$ cat src/rtl/param_core.sv
// Parametrised conditional-execution core: register file, flag ALU, valid/ready
// instruction intake and req/ack memory port. CORE_BUFFER_SWAP_EN enables the SYS buffer swap.
`timescale 1ns/1ps
module param_core #(
  parameter int DATA_WIDTH        = 16,
  parameter int ADDRESS_WIDTH     = 16,
  parameter int NUM_REGS          = 8,
  parameter int FRAME_COUNT_WIDTH = 8
) (
  input  logic                         clk,
  input  logic                         reset,
  input  logic [31:0]                  instr,
  input  logic                         instr_valid,
  output logic                         instr_ready,
  output logic                         mem_req,
  output logic                         mem_we,
  output logic [ADDRESS_WIDTH-1:0]     mem_addr,
  output logic [DATA_WIDTH-1:0]        mem_wdata,
  input  logic [DATA_WIDTH-1:0]        mem_rdata,
  input  logic                         mem_ack,
  output logic [3:0]                   flags,
  output logic                         buf_sel,
  output logic [FRAME_COUNT_WIDTH-1:0] frame_count,
  output logic                         retired
);
  localparam int SHW = $clog2(DATA_WIDTH);

  localparam logic [3:0] OP_ADD = 4'd0, OP_ADC = 4'd1, OP_SUB = 4'd2, OP_SBC = 4'd3;
  localparam logic [3:0] OP_AND = 4'd4, OP_OR = 4'd5, OP_XOR = 4'd6, OP_SHL = 4'd7;
  localparam logic [3:0] OP_SHR = 4'd8, OP_CMP = 4'd9, OP_MOV = 4'd10, OP_MOVL = 4'd11;
  localparam logic [3:0] OP_MOVH = 4'd12, OP_LD = 4'd13, OP_ST = 4'd14, OP_SYS = 4'd15;

  typedef enum logic {IDLE, MEM} state_t;
  state_t state, state_next;

  logic [3:0] op, cond, rd, ra, rb;
  logic [7:0] imm8;
  logic       unused_bits;
  assign op          = instr[3:0];
  assign cond        = instr[7:4];
  assign rd          = instr[11:8];
  assign ra          = instr[15:12];
  assign rb          = instr[19:16];
  assign imm8        = instr[27:20];
  assign unused_bits = ^instr[31:28];

  logic [DATA_WIDTH-1:0] regs [16];
  logic [DATA_WIDTH-1:0] ra_val, rb_val, rd_val;
  logic [3:0]            ld_rd;

  // Indices at or beyond NUM_REGS read as zero.
  assign ra_val = (int'(ra) < NUM_REGS) ? regs[ra] : '0;
  assign rb_val = (int'(rb) < NUM_REGS) ? regs[rb] : '0;
  assign rd_val = (int'(rd) < NUM_REGS) ? regs[rd] : '0;

  function automatic logic cond_check(input logic [3:0] c, input logic [3:0] f);
    logic z, v, s, cy, r;
    z = f[3]; v = f[2]; s = f[1]; cy = f[0];
    case (c)
      4'd0:    r = z;
      4'd1:    r = !z;
      4'd2:    r = !z && (s == v);
      4'd3:    r = (s != v);
      4'd4:    r = (s == v);
      4'd5:    r = z || (s != v);
      4'd6:    r = cy;
      4'd7:    r = !cy;
      4'd8:    r = s;
      4'd9:    r = !s;
      4'd10:   r = 1'b1;
      4'd11:   r = 1'b0;
      4'd12:   r = v;
      4'd13:   r = !v;
      4'd14:   r = cy && !z;
      default: r = !cy || z;
    endcase
    return r;
  endfunction

  // Two's-complement overflow from operand and result sign bits.
  function automatic logic add_ovf(input logic a_s, input logic b_s, input logic r_s);
    return (a_s == b_s) && (r_s != a_s);
  endfunction

  function automatic logic sub_ovf(input logic a_s, input logic b_s, input logic r_s);
    return (a_s != b_s) && (r_s != a_s);
  endfunction

  logic cond_pass, accept, exec, is_mem;
  assign cond_pass = cond_check(cond, flags);
  assign accept    = instr_valid && instr_ready;
  assign exec      = accept && cond_pass;
  assign is_mem    = (op == OP_LD) || (op == OP_ST);

  logic                  add_cin, sub_bin;
  logic [SHW-1:0]        shamt;
  logic [DATA_WIDTH:0]   sum_ext, dif_ext, shl_ext, shr_ext;
  logic [DATA_WIDTH-1:0] alu_res, wr_val;
  logic                  alu_c, alu_v, flag_en, wr_en;
  logic [3:0]            alu_flags;

  assign add_cin = (op == OP_ADC) && flags[0];
  assign sub_bin = (op == OP_SBC) && !flags[0];
  assign shamt   = rb_val[SHW-1:0];
  assign sum_ext = {1'b0, ra_val} + {1'b0, rb_val} + {{DATA_WIDTH{1'b0}}, add_cin};
  assign dif_ext = {1'b0, ra_val} - {1'b0, rb_val} - {{DATA_WIDTH{1'b0}}, sub_bin};
  assign shl_ext = {1'b0, ra_val} << shamt;
  assign shr_ext = {ra_val, 1'b0} >> shamt;

  always_comb begin
    alu_res = '0;
    alu_c   = 1'b0;
    alu_v   = 1'b0;
    flag_en = (op <= OP_CMP);
    wr_en   = 1'b0;
    wr_val  = '0;
    case (op)
      OP_ADD, OP_ADC: begin
        alu_res = sum_ext[DATA_WIDTH-1:0];
        alu_c   = sum_ext[DATA_WIDTH];
        alu_v   = add_ovf(ra_val[DATA_WIDTH-1], rb_val[DATA_WIDTH-1], alu_res[DATA_WIDTH-1]);
      end
      OP_SUB, OP_SBC, OP_CMP: begin
        alu_res = dif_ext[DATA_WIDTH-1:0];
        alu_c   = !dif_ext[DATA_WIDTH];
        alu_v   = sub_ovf(ra_val[DATA_WIDTH-1], rb_val[DATA_WIDTH-1], alu_res[DATA_WIDTH-1]);
      end
      OP_AND: alu_res = ra_val & rb_val;
      OP_OR:  alu_res = ra_val | rb_val;
      OP_XOR: alu_res = ra_val ^ rb_val;
      OP_SHL: begin
        alu_res = shl_ext[DATA_WIDTH-1:0];
        alu_c   = shl_ext[DATA_WIDTH];
      end
      OP_SHR: begin
        alu_res = shr_ext[DATA_WIDTH:1];
        alu_c   = shr_ext[0];
      end
      default: ;
    endcase
    alu_flags = {(alu_res == '0), alu_v, alu_res[DATA_WIDTH-1], alu_c};

    case (op)
      OP_CMP, OP_LD, OP_ST: ;
      OP_MOV: begin
        wr_en  = 1'b1;
        wr_val = ra_val;
      end
      OP_MOVL: begin
        wr_en  = 1'b1;
        wr_val = rd_val;
        wr_val[7:0] = imm8;
      end
      OP_MOVH: begin
        wr_en  = 1'b1;
        wr_val = rd_val;
        wr_val[15:8] = imm8;
      end
      OP_SYS: begin
        wr_en  = (imm8 == 8'd0);
        wr_val = {{(DATA_WIDTH-4){1'b0}}, flags};
      end
      default: begin
        wr_en  = 1'b1;
        wr_val = alu_res;
      end
    endcase
  end

  always_ff @(posedge clk) begin
    if (reset) state <= IDLE;
    else       state <= state_next;
  end

  always_comb begin
    state_next  = state;
    instr_ready = 1'b0;
    case (state)
      IDLE: begin
        instr_ready = 1'b1;
        if (instr_valid && cond_pass && is_mem) state_next = MEM;
      end
      MEM: if (mem_ack) state_next = IDLE;
    endcase
  end

  // Execute / memory-completion stage boundary.
  always_ff @(posedge clk) begin
    if (reset) begin
      for (int i = 0; i < 16; i++) regs[i] <= '0;
      flags     <= '0;
      mem_req   <= 1'b0;
      mem_we    <= 1'b0;
      mem_addr  <= '0;
      mem_wdata <= '0;
      retired   <= 1'b0;
    end else begin
      retired <= 1'b0;
      if (accept) begin
        if (!cond_pass || !is_mem) retired <= 1'b1;
        if (exec) begin
          if (flag_en) flags <= alu_flags;
          if (wr_en && (int'(rd) < NUM_REGS)) regs[rd] <= wr_val;
          if (is_mem) begin
            mem_req   <= 1'b1;
            mem_we    <= (op == OP_ST);
            mem_addr  <= ADDRESS_WIDTH'(ra_val);
            mem_wdata <= rd_val;
          end
        end
      end else if (state == MEM && mem_ack) begin
        mem_req <= 1'b0;
        retired <= 1'b1;
        if (!mem_we && (int'(ld_rd) < NUM_REGS)) regs[ld_rd] <= mem_rdata;
      end
    end
  end

  always_ff @(posedge clk) begin
    if (exec && is_mem) ld_rd <= rd;
  end

`ifdef CORE_BUFFER_SWAP_EN
  logic swap_do;
  assign swap_do = exec && (op == OP_SYS) && (imm8 == 8'd1);

  always_ff @(posedge clk) begin
    if (reset) begin
      buf_sel     <= 1'b0;
      frame_count <= '0;
    end else if (swap_do) begin
      buf_sel     <= !buf_sel;
      frame_count <= frame_count + FRAME_COUNT_WIDTH'(1);
    end
  end
`else
  assign buf_sel     = 1'b0;
  assign frame_count = '0;
`endif

endmodule

$ cat config.mk
export PLATFORM = sky130hd
export DESIGN_NAME = param_core
export DESIGN_NICKNAME = d
export VERILOG_FILES = /design/src/rtl/param_core.sv
export SDC_FILE = /design/constraint.sdc
export NUM_CORES = 1
export LEC_CHECK = 0
export CORE_ASPECT_RATIO = 0.6
export CORE_UTILIZATION = 40
export DETAILED_ROUTE_END_ITERATION = 6
export PLACE_DENSITY_LB_ADDON = 0.2
export RECOVER_POWER = 100
export SYNTH_ARGS = -nofsm -noshare
export SYNTH_HDL_FRONTEND = slang
export SYNTH_SLANG_ARGS = --single-unit
$ cat constraint.sdc
create_clock -name clk -period 7.2 [get_ports clk]
set_input_delay 1.8 -clock clk [delete_from_list [all_inputs] [get_ports clk]]
set_output_delay 1.8 -clock clk [all_outputs]
set_load 0.05 [all_outputs]
==> flow_results.org <==
** Placement
- Count of input and output buffers :: 87
- Routability-driven placement finished with a final weighted congestion of 1.036.
- Final HPWL DP :: 47.36 mm
- Including well taps, the total number of placed cells is 2085.

** Floorplan
- FP Rows :: 53
- From bottom edge to top edge, the die measures 150.0 µm.
- Once the floorplan was initialized, standard cells occupied 41.18% of the core.
- I/O pin total :: 101
- Die X :: 248.7 µm
- Core Area :: 35480 µm²
- The die covers 37320 µm².

** Worst setup path
- Biggest cell delay along the critical path :: 0.73 ns
- Worst Setup Path Type :: in -> reg
- Worst-path cell with the longest stage delay :: sky130_fd_sc_hd__nor4_1
- Crit path cell chain :: dlygate4sd3_1 > buf_4 > mux4_2 > a22oi_1 > buf_4 > inv_1 > nand2_1 > o21ai_0 > nand3_1 > o21ai_0 > nor4_1 > and3_1 > nand4_1 > nor4_1 > buf_4 > a32o_1
- Type of origin of the critical path :: input pin
- The cell that appears most often on the critical path is sky130_fd_sc_hd__buf_4.
- Of all nets on the critical path, the largest fanout is 34.
- Reg2reg setup slack :: 1.76 ns
- Worst EP required :: 7.60 ns
- Capturing element type of the critical path :: flip-flop
- For the worst flop-to-flop path, the logic depth is 18.
- STA puts the critical path data arrival time at 7.50 ns.

** Synthesis
- Post-Synthesis Mean Instance Area :: 9.415 µm²
- Number of instances in the synthesized netlist :: 1552
- During synthesis, Yosys emitted a total of 0 warnings.
- In this run, distinct cell masters in the synthesized netlist total 85.
- Count of flip-flops with a built-in enable after synthesis :: 132
- The share of the Yosys chip area taken by registers is 32.61%.
- Synthesis inferred 172 register bits.
- Summed instance area of the synthesized netlist :: 14610 µm²
- In the synthesized netlist the async set-or-reset flop fraction comes to 0%.
- The most used flip-flop cell after synthesis is sky130_fd_sc_hd__edfxtp_1.

** Timing
- Setup total negative slack on the finished layout was measured at 0 ns.
- The worst path needs 7.098 ns of the cycle, external delays included.
- The clock arrives with 0.01649 ns of skew.
- The final critical path takes up 98.58% of the cycle.
- Achievable Freq :: 140.9 MHz
- Setup repair after global routing left no endpoint under its margin.
- Setup violations remaining at the end of the flow were counted as 0.
- Final count of pins violating max slew :: 97
- Worst hold margin :: 0.4636 ns
- Total count of hold-check failures in the final report :: 0
- Remaining max-slew budget at the tightest pin :: -78.06%
- Worst Tran Pin Value :: 2.671 ns

** Clocking
- Cts hold-fix bufs :: 0
- CTS H-tree lvls :: 4
- CTS root buffer :: sky130_fd_sc_hd__clkbuf_16
- After clock tree synthesis, the repair step resized 0 gates.
- Once the clock tree was built, the setup fixing pass inserted 0 buffers.
- TritonCTS built the clock tree.
- The clock reaches the later pin of the worst-skew pair after 0.46 ns.
- Clock sink count :: 172
- No sink is reached through more buffers than the 2 on the longest clock path.
- After clock tree synthesis, the clock-pin slew on the worst setup and hold paths is 0.08 ns.
- Clock tree synthesis inserted a total of 17 buffers.

** Finish
- The number of antenna diodes in the final layout is 0.
- Utilization after layout :: 47.37%
- In the layout the commonest cells are 280 x sky130_fd_sc_hd__nor2_1, 141 x sky130_fd_sc_hd__nand2_1, 133 x sky130_fd_sc_hd__a21oi_1.
- In the final layout, the share of cells above drive strength 1 is 16.00%.
- Layout Area Growth over Synthesis :: 15.01%
- After the last flow step, the layout net total stands at 1754.
- Post-Layout Cell Count :: 2117
- Leaving out fill and tap cells, the most frequent cell in the layout is sky130_fd_sc_hd__nor2_1.

** Power and ir drop
- For this design the static power due to leakage is 6.567 nW.
- Across the VDD grid, the largest voltage drop is 191.2 µV.
- The design draws 3.136 mW.
- Cell Pwr Density :: 186.6 nW/µm²

** Status
- The checks that failed: capacitance limit, slew limit.
- The flow ran to the end, but the final reports show violations.

** Route
- Wirelength per Cell :: 29.86 µm
- Before antenna repair, the detailed router went through 6 iterations.
- Total number of vias :: 13634
- Total detailed-routing wirelength :: 63.21 mm
- Antenna-violating nets left :: 0
- After detailed routing, the number of vias per cell comes to 6.440.
- Violation count after the first detailed-routing iteration :: 2132
- In the routed design, unresolved DRC markers number 0.

** Global routing
- The number of global-route vias before repair came to 12655.
- First-pass GRT wire length :: 89.73 mm
- Initial antenna violation count :: 1
- Global router's overall resource usage :: 34.01%
- Entering global routing, the biggest net connects 51 pins.
- For this run the aggregate overflow at the end of global routing stands at 0.

** Job
- Total of max-cap violations :: 4

** Worst hold path
- Type of the worst min-delay path :: reg -> reg
- Cell depth of the worst hold path :: 2
==> report_power, final <==
group / switching, mW / internal, mW
sequential: 0.0243 / 1.10
clock: 0.439 / 0.575
combinational: 0.645 / 0.355
==> synthesized netlist by cell type, types with 5 or more instances <==
| cell type | count | area, µm² |
|---|---|---|
| sky130_fd_sc_hd__ha_1 | 61 | 763.2 |
| sky130_fd_sc_hd__o21ai_1 | 5 | 25.02 |
| sky130_fd_sc_hd__nand4_1 | 7 | 43.79 |
| sky130_fd_sc_hd__nor4_1 | 9 | 56.30 |
| sky130_fd_sc_hd__edfxtp_1 | 132 | 3964 |
| sky130_fd_sc_hd__nand2b_1 | 46 | 287.8 |
| sky130_fd_sc_hd__mux2i_1 | 40 | 400.4 |
| sky130_fd_sc_hd__a211oi_1 | 27 | 202.7 |
| sky130_fd_sc_hd__mux4_2 | 95 | 2140 |
| sky130_fd_sc_hd__a221oi_1 | 11 | 96.34 |
| sky130_fd_sc_hd__or3_1 | 8 | 50.05 |
| sky130_fd_sc_hd__dfxtp_1 | 40 | 800.8 |
| sky130_fd_sc_hd__a211o_1 | 5 | 43.79 |
| sky130_fd_sc_hd__o21ai_0 | 39 | 195.2 |
| sky130_fd_sc_hd__inv_1 | 48 | 180.2 |
| sky130_fd_sc_hd__o211ai_1 | 17 | 127.6 |
| sky130_fd_sc_hd__buf_1 | 13 | 48.80 |
| sky130_fd_sc_hd__a22oi_4 | 16 | 340.3 |
| sky130_fd_sc_hd__clkbuf_1 | 70 | 262.8 |
| sky130_fd_sc_hd__buf_2 | 19 | 95.09 |
| sky130_fd_sc_hd__a31oi_1 | 13 | 81.33 |
| sky130_fd_sc_hd__inv_2 | 9 | 33.78 |
| sky130_fd_sc_hd__o21a_1 | 5 | 37.54 |
| sky130_fd_sc_hd__o221ai_1 | 8 | 70.07 |
| sky130_fd_sc_hd__a22oi_1 | 9 | 67.56 |
| sky130_fd_sc_hd__nor3_1 | 25 | 125.1 |
| sky130_fd_sc_hd__nor2_1 | 280 | 1051 |
| sky130_fd_sc_hd__o22ai_1 | 18 | 112.6 |
| sky130_fd_sc_hd__or2_2 | 6 | 37.54 |
| sky130_fd_sc_hd__a21o_1 | 12 | 90.09 |
| sky130_fd_sc_hd__xnor2_1 | 16 | 140.1 |
| sky130_fd_sc_hd__o31ai_1 | 6 | 45.04 |
| sky130_fd_sc_hd__a21oi_1 | 132 | 660.6 |
| sky130_fd_sc_hd__nand3_1 | 20 | 100.1 |
| sky130_fd_sc_hd__nand2_1 | 141 | 529.3 |
| sky130_fd_sc_hd__buf_6 | 7 | 78.83 |
| sky130_fd_sc_hd__buf_4 | 11 | 82.58 |
| sky130_fd_sc_hd__nand3b_1 | 6 | 45.04 |
| sky130_fd_sc_hd__xor2_1 | 9 | 78.83 |
| sky130_fd_sc_hd__nor2b_1 | 18 | 112.6 |
| sky130_fd_sc_hd__a21oi_2 | 5 | 43.79 |
==> through the flow <==
step,instance area [µm²],setup WS (ns)
floorplan,14640,0.5076
global placement,16240,0.1219
detailed placement,16240,0.1627
CTS,16890,0.6227
global route,16800,0.1907
finish,16800,0.1021
==> registers in the layout (all words and copies together) (netlist names) <==
| register | count |
|---|---|
| mem_wdata | 16 |
| ld_rd | 4 |
| flags | 4 |
| mem_addr | 16 |
| retired | 1 |
| mem_req | 1 |
| regs | 128 |
| mem_we | 1 |
| state | 1 |
==> layout make-up <==
| cell class | count | area, µm² |
|---|---|---|
| inverter | 60 | 230.2 |
| clock inverter | 9 | 72.57 |
| sequential | 172 | 4765 |
| tap | 467 | 584.3 |
| fill | 3399 | 18670 |
| clock buffer | 23 | 575.6 |
| multi-input combinational | 1207 | 9056 |
| timing repair buffer | 179 | 1521 |
==> critical path, delay by kind of cell <==
family | cells | cell delay [ns]
simple gates | 6 | 2.00
buf+inv | 5 | 1.89
compound gates | 4 | 1.48
mux | 1 | 0.31
==> final timing paths <==
path | to | start
setup / recovery | flags[3] | instr[18]
hold / removal | mem_wdata[15] | mem_wdata[15]
hold reg to reg | mem_wdata[15] | mem_wdata[15]
setup reg to reg | regs[7][12] | regs[7][0]
==> kinds of logic after synthesis <==
family                   after synthesis  synth area share, %
multiplexers                         143                18.13
other                                  1              0.02566
XOR/XNOR                              25                1.499
adder cells (fa/ha/maj)               65                5.772
AND/OR/NAND/NOR                      582                17.46
buffers and inverters                181                5.566
AO/OA/AOI/OAI                        383                18.94
flip-flops                           172                32.61
==> metal layers <==
layer | part of all wire, % | global-route usage, % | up-vias
li1 | - | - | 5920
met1 | 44 | 50.35 | 6682
met2 | 38 | 43.46 | 949
met3 | 16 | 15.67 | 77
met4 | 1.6 | 7.422 | 6
met5 | 0.31 | 3.506 | -
Power figures use the tool's default switching activity.
